[src/rtl/axi_pkg.sv]
// Shared AXI definitions: burst encodings, sequencer state, and the 4 KB page
// constant used by the address-channel legality checks.
package axi_pkg;

  typedef enum logic [1:0] {
    BURST_FIXED    = 2'b00,
    BURST_INCR     = 2'b01,
    BURST_RESERVED = 2'b10,
    BURST_WRAP     = 2'b11
  } burst_t;

  typedef enum logic {
    ST_IDLE  = 1'b0,
    ST_BURST = 1'b1
  } state_t;

  localparam int unsigned BOUNDARY_4K = 4096;

  // WRAP bursts must be 2, 4, 8 or 16 beats long.
  function automatic logic wrap_len_ok(input logic [7:0] len);
    return (len == 8'd1) || (len == 8'd3) || (len == 8'd7) || (len == 8'd15);
  endfunction

endpackage

[src/rtl/faxi_address.sv]
// Combinational AXI next-beat address calculator. Aligns to the beat size for
// INCR/WRAP, wraps inside the (len+1)<<size window for WRAP, holds for FIXED.
module faxi_address
  import axi_pkg::*;
#(
  parameter int AW = 32
) (
  input  logic [AW-1:0] addr,
  input  logic [2:0]    size,
  input  burst_t        burst,
  input  logic [7:0]    len,
  output logic [AW-1:0] next_addr
);

  logic [AW-1:0] bytes;
  logic [AW-1:0] aligned;
  logic [AW-1:0] incr_addr;
  logic [AW-1:0] wrap_mask;

  always_comb begin
    bytes     = AW'(1) << size;
    aligned   = addr & ~(bytes - AW'(1));
    incr_addr = aligned + bytes;
    wrap_mask = ((AW'(len) + AW'(1)) << size) - AW'(1);
    case (burst)
      BURST_FIXED: next_addr = addr;
      BURST_WRAP:  next_addr = (aligned & ~wrap_mask) | (incr_addr & wrap_mask);
      default:     next_addr = incr_addr;
    endcase
  end

endmodule

[src/rtl/axi_burst_sequencer.sv]
// Turns one AXI address-channel burst descriptor into a stream of per-beat
// addresses, with legality checks and bubble-free back-to-back bursts.
module axi_burst_sequencer
  import axi_pkg::*;
#(
  parameter int AW = 32,
  parameter int IW = 4
) (
  input  logic          i_clk,
  input  logic          i_reset,
  input  logic          i_avalid,
  output logic          o_aready,
  input  logic [AW-1:0] i_addr,
  input  logic [7:0]    i_len,
  input  logic [2:0]    i_size,
  input  logic [1:0]    i_burst,
  input  logic [IW-1:0] i_id,
  output logic          o_beat_valid,
  input  logic          i_beat_ready,
  output logic [AW-1:0] o_beat_addr,
  output logic          o_beat_last,
  output logic [IW-1:0] o_beat_id,
  output logic          o_busy,
  output logic          o_err,
  output state_t        o_state
);

  // Handshakes: a descriptor transfers on a clock edge where i_avalid && o_aready,
  // a beat transfers where o_beat_valid && i_beat_ready; valid never waits on ready.
  state_t        state;
  logic [7:0]    beats_left;
  logic [2:0]    size_q;
  logic [7:0]    len_q;
  burst_t        burst_q;
  logic [AW-1:0] next_addr;

  logic          accept;
  logic          beat_hs;
  burst_t        burst_in;
  burst_t        burst_eff;
  logic [11:0]   size_mask;
  logic [11:0]   page_start;
  logic [17:0]   page_end;
  logic          wrap_bad;
  logic          rsvd_bad;
  logic          fixed_bad;
  logic          incr_cross;
  logic          illegal;

  assign beat_hs  = o_beat_valid && i_beat_ready;
  // Ready also opens on the final beat handshake so the next burst has no bubble.
  assign o_aready = !i_reset && ((state == ST_IDLE) || (beat_hs && o_beat_last));
  assign accept   = i_avalid && o_aready;
  assign o_busy   = (state == ST_BURST);
  assign o_state  = state;

  always_comb begin
    burst_in   = burst_t'(i_burst);
    size_mask  = 12'((13'd1 << i_size) - 13'd1);
    page_start = i_addr[11:0] & ~size_mask;
    page_end   = 18'(page_start) + ((18'(i_len) + 18'd1) << i_size);
    wrap_bad   = (burst_in == BURST_WRAP) && !wrap_len_ok(i_len);
    rsvd_bad   = (burst_in == BURST_RESERVED);
    fixed_bad  = (burst_in == BURST_FIXED) && (i_len > 8'd15);
    incr_cross = (burst_in == BURST_INCR) && (page_end > 18'(BOUNDARY_4K));
    burst_eff  = (wrap_bad || rsvd_bad) ? BURST_INCR : burst_in;
    illegal    = wrap_bad || rsvd_bad || fixed_bad || incr_cross;
  end

  faxi_address #(
    .AW(AW)
  ) u_faxi_address (
    .addr      (o_beat_addr),
    .size      (size_q),
    .burst     (burst_q),
    .len       (len_q),
    .next_addr (next_addr)
  );

  always_ff @(posedge i_clk) begin
    if (i_reset) begin
      state        <= ST_IDLE;
      o_beat_valid <= 1'b0;
      o_beat_last  <= 1'b0;
      o_beat_addr  <= '0;
      o_beat_id    <= '0;
      o_err        <= 1'b0;
      beats_left   <= 8'd0;
      size_q       <= 3'd0;
      len_q        <= 8'd0;
      burst_q      <= BURST_FIXED;
    end else begin
      o_err <= 1'b0;
      if (accept) begin
        state        <= ST_BURST;
        o_beat_valid <= 1'b1;
        o_beat_addr  <= i_addr;
        o_beat_last  <= (i_len == 8'd0);
        o_beat_id    <= i_id;
        beats_left   <= i_len;
        size_q       <= i_size;
        len_q        <= i_len;
        burst_q      <= burst_eff;
        o_err        <= illegal;
      end else if (beat_hs) begin
        if (o_beat_last) begin
          state        <= ST_IDLE;
          o_beat_valid <= 1'b0;
          o_beat_last  <= 1'b0;
        end else begin
          o_beat_addr <= next_addr;
          beats_left  <= beats_left - 8'd1;
          o_beat_last <= (beats_left == 8'd1);
        end
      end
    end
  end

endmodule

[config.mk]
export PLATFORM = sky130hd
export DESIGN_NAME = axi_burst_sequencer
export DESIGN_NICKNAME = d
export VERILOG_FILES = /design/src/rtl/axi_pkg.sv /design/src/rtl/faxi_address.sv /design/src/rtl/axi_burst_sequencer.sv
export SDC_FILE = /design/constraint.sdc
export NUM_CORES = 1
export LEC_CHECK = 0
export ABC_AREA = 1
export CORE_MARGIN = 10
export CORE_UTILIZATION = 37
export CTS_CLUSTER_SIZE = 25
export DETAILED_ROUTE_END_ITERATION = 16
export DONT_BUFFER_PORTS = 1
export HOLD_SLACK_MARGIN = 0.08
export SETUP_SLACK_MARGIN = 0.3
export SYNTH_ARGS = -nofsm -noshare
export SYNTH_HDL_FRONTEND = slang
export SYNTH_SLANG_ARGS = --single-unit
[constraint.sdc]
create_clock -name i_clk -period 7.8 [get_ports i_clk]
set_clock_uncertainty 0.15 [all_clocks]
set_input_delay 0.78 -clock i_clk [delete_from_list [all_inputs] [get_ports i_clk]]
set_output_delay 0.78 -clock i_clk [all_outputs]
set_load 0.03 [all_outputs]
==> impl_metrics.py <==
metrics = {
    "critical_path": {
        "reg2reg_slack_ns": 3.47,
        "crit_slowest_cell": "dfxtp_1",
        "crit_path_max_incr_delay_ns": 0.91,
        "crit_top_cell": "nand2_1",
        "end_kind": "flip-flop",
        "cp.arrival_ns": 4.41,
        "crit_family": "simple AND/OR/NAND/NOR gates",
        "crit_chain": "inv_2 > nor2_1 > inv_1 > ha_1 > nand2_1 > inv_1 > ha_1 > nand2_1 > nor4_1 > nand2_1 > nand2_2 > nand2_2 > nor3b_2 > o211ai_1 > nand3b_1 > nand3_1 > a21oi_1",
        "start_kind": "flip-flop",
        "critPathBufInv": 3,
        "worstPathRequired_ns": 7.88,
        "crit_fanout": 23,
        "criticalPathCategory": "reg -> reg",
    },
    "synthesis": {
        "synth_warnings": 0,
        "synth_edf_count": 0,
        "avgSynthCellArea_um2": 5.648,
        "ys_seq_area_frac": 0.1739,
        "ys.flop_type": "dfxtp_1",
        "ys_async_sr_fraction": 0,
        "syn_nets": 1305,
        "syn_area_um2": 6908,
        "netlist_instances": 1223,
        "synth_seq_cells": 60,
        "ys_types": 53,
    },
    "job": {
        "maxCapViolCount": 0,
    },
    "route": {
        "routedWlPerCell_um": 15.99,
        "dr_total_vias": 7587,
        "drtIter0Drc": 614,
        "ant_nets": 0,
        "first_pass_iters": 6,
        "drc": 0,
        "viasPerCell": 5.309,
        "drt_wl_total_um": 22850,
    },
    "placement": {
        "hpwl_um": 18120,
        "dp.cells": 1412,
        "gp_congestion": 0.9736,
        "placed_area_um2": 7017,
        "io_buffers": 0,
    },
    "sta": {
        "whs_ns": 0.3442,
        "setup_tns_ns": 0,
        "finalSetupViolCount": 0,
        "hold_violations": 0,
        "rsz0062_at_grt": "no",
        "fmax_mhz": 231.2,
        "min_period_ns": 4.325,
        "slew_headroom": 0.3961,
        "report.final.slew_viol_count": 0,
        "tightest_slew_ns": 0.9046,
        "layout_worst_path_cycle_share": 0.5545,
    },
    "cts": {
        "clk-insertion-delay-late_ns": 0.34,
        "holdBufCountCts": 0,
        "h-tree-depth": 3,
        "root_buffer": "clkbuf_16",
        "cts_tree": "built",
        "clkSlewWorstSetupHoldPaths_ns": 0.06,
        "clkSinkCount": 60,
        "cts_buffers": 9,
        "cts_buffer_depth": 2,
        "cts_setup_buffers": 0,
        "cts_resized": 0,
    },
    "global_route": {
        "overflow": 0,
        "grt_use_total": 0.1847,
        "antenna_found_initial": 1,
        "grt_start_max_net_pins": 49,
        "grt_pass1_wl_um": 36780,
        "grt_pass1_vias": 7046,
    },
    "finish": {
        "layout.cells.non_filler": 1429,
        "design_area_um2": 7308,
        "area_growth_pct": 5.796,
        "drive_above_1_share": 0.06756,
        "nNetsFinal": 1276,
        "fill_cells": 2009,
        "final_common_cell": "nand2_1",
        "final_cell_mix": "nand2_1, inv_1, nand3_1",
    },
    "floorplanning": {
        "floorplan.initialDensity": 0.3807,
        "fp.dieArea_um2": 24530,
        "rows": 49,
        "coreArea_um2": 18150,
        "die_y_um": 156.6,
        "io_pins": 95,
        "fp.dieW_um": 156.6,
    },
    "power": {
        "peakVddDrop_v": 0.0001073,
        "p_per_area_nw_per_um2": 147.0,
        "p_leak_uw": 0.003328,
    },
    "hold_path": {
        "hold_path.class": "reg -> reg",
    },
    "status": {
        "status": "finished clean",
    },
}
-- cells by family (layout without fill, tap and decap cells) --
logic type	Yosys count	after routing	share of synthesized area
AO/OA/AOI/OAI	181	181	0.1500
XOR/XNOR	28	28	0.03550
adder cells (fa/ha/maj)	29	29	0.05361
buffers and inverters	213	189	0.1219
flip-flops	60	60	0.1739
multiplexers	2	2	0.002898
other	0	1	0
AND/OR/NAND/NOR	710	710	0.4622
-- flip-flops by register name (all words and copies together), names as in the netlist --
name / flops
beats_left: 8
burst_q: 2
len_q: 8
o_beat_addr: 32
o_beat_id: 4
o_beat_last: 1
o_busy: 1
o_err: 1
size_q: 3
-- Yosys cell counts (all sizes together), types with 4 or more instances --
| cell | n | area share |
|---|---|---|
| nand2 | 380 | 0.21 |
| inv | 164 | 0.089 |
| nand3 | 138 | 0.11 |
| nor2 | 129 | 0.082 |
| o21ai | 82 | 0.062 |
| dfxtp | 60 | 0.17 |
| a21oi | 54 | 0.041 |
| clkbuf | 29 | 0.016 |
| ha | 28 | 0.051 |
| nand4 | 22 | 0.020 |
| xor2 | 20 | 0.025 |
| nor3 | 19 | 0.014 |
| a31oi | 17 | 0.015 |
| buf | 15 | 0.014 |
| o211ai | 10 | 0.012 |
| nand3b | 8 | 0.0087 |
| nor4 | 8 | 0.0072 |
| xnor2 | 8 | 0.010 |
| clkinv | 5 | 0.0027 |
| a21o | 4 | 0.0043 |
-- cell type report --
type	instances	area [um2]	area share
clock inverters	5	36.28	0.004965
repair buffers	4	30.03	0.004109
flip-flops and latches	60	1201	0.1644
diodes	1	2.502	0.0003424
inverters	169	634.4	0.08680
clock buffers	11	252.7	0.03458
well taps	229	286.5	0.03921
multi-input cells	950	4865	0.6656
-- stage by stage --
stage	util	setup slack [ns]	total power, uW
global placement	0.3867	3.626	687.2
detailed placement	0.3867	3.560	688.6
floorplan	-	4.456	630.7
CTS	0.4026	3.526	1076
global route	0.4027	3.184	1144
finish	0.4027	3.475	1074
-- where the power goes --
part / total [uW] / internal [uW] / switching, uW
Sequential: 381 / 325 / 55.8
Combinational: 305 / 103 / 202
Clock: 389 / 232 / 156
Total: 1070 / 660 / 415
-- tightest hold or removal path, delay by kind of cell, from the launching register on --
kind	cells	cell delay, ns
AND/OR/NAND/NOR	1	0.07
flip-flops	1	0.33
AO/OA/AOI/OAI	1	0.06
-- worst paths after layout --
kind / from / endpoint / depth (start not counted)
min: beats_left[1]$_SDFFE_PP0P_ / beats_left[1]$_SDFFE_PP0P_ / 2
min reg2reg: beats_left[1]$_SDFFE_PP0P_ / beats_left[1]$_SDFFE_PP0P_ / 2
max: size_q[0]$_SDFFE_PP0P_ / o_beat_addr[31]$_SDFFE_PP0P_ / 17
max reg2reg: size_q[0]$_SDFFE_PP0P_ / o_beat_addr[31]$_SDFFE_PP0P_ / 17
-- routing by layer --
layer  track usage  routed length (um)  part of all wire  vias to the layer above
met5             0                   0                 0                        -
met4       0.04449                 296             0.013                        0
met3       0.04276                1677             0.073                       17
met2        0.3027               10710              0.47                      200
met1        0.2397               10160              0.44                     3452
li1              -                   -                 -                     3918
Note: power is estimated with default switching activity, not from simulation.
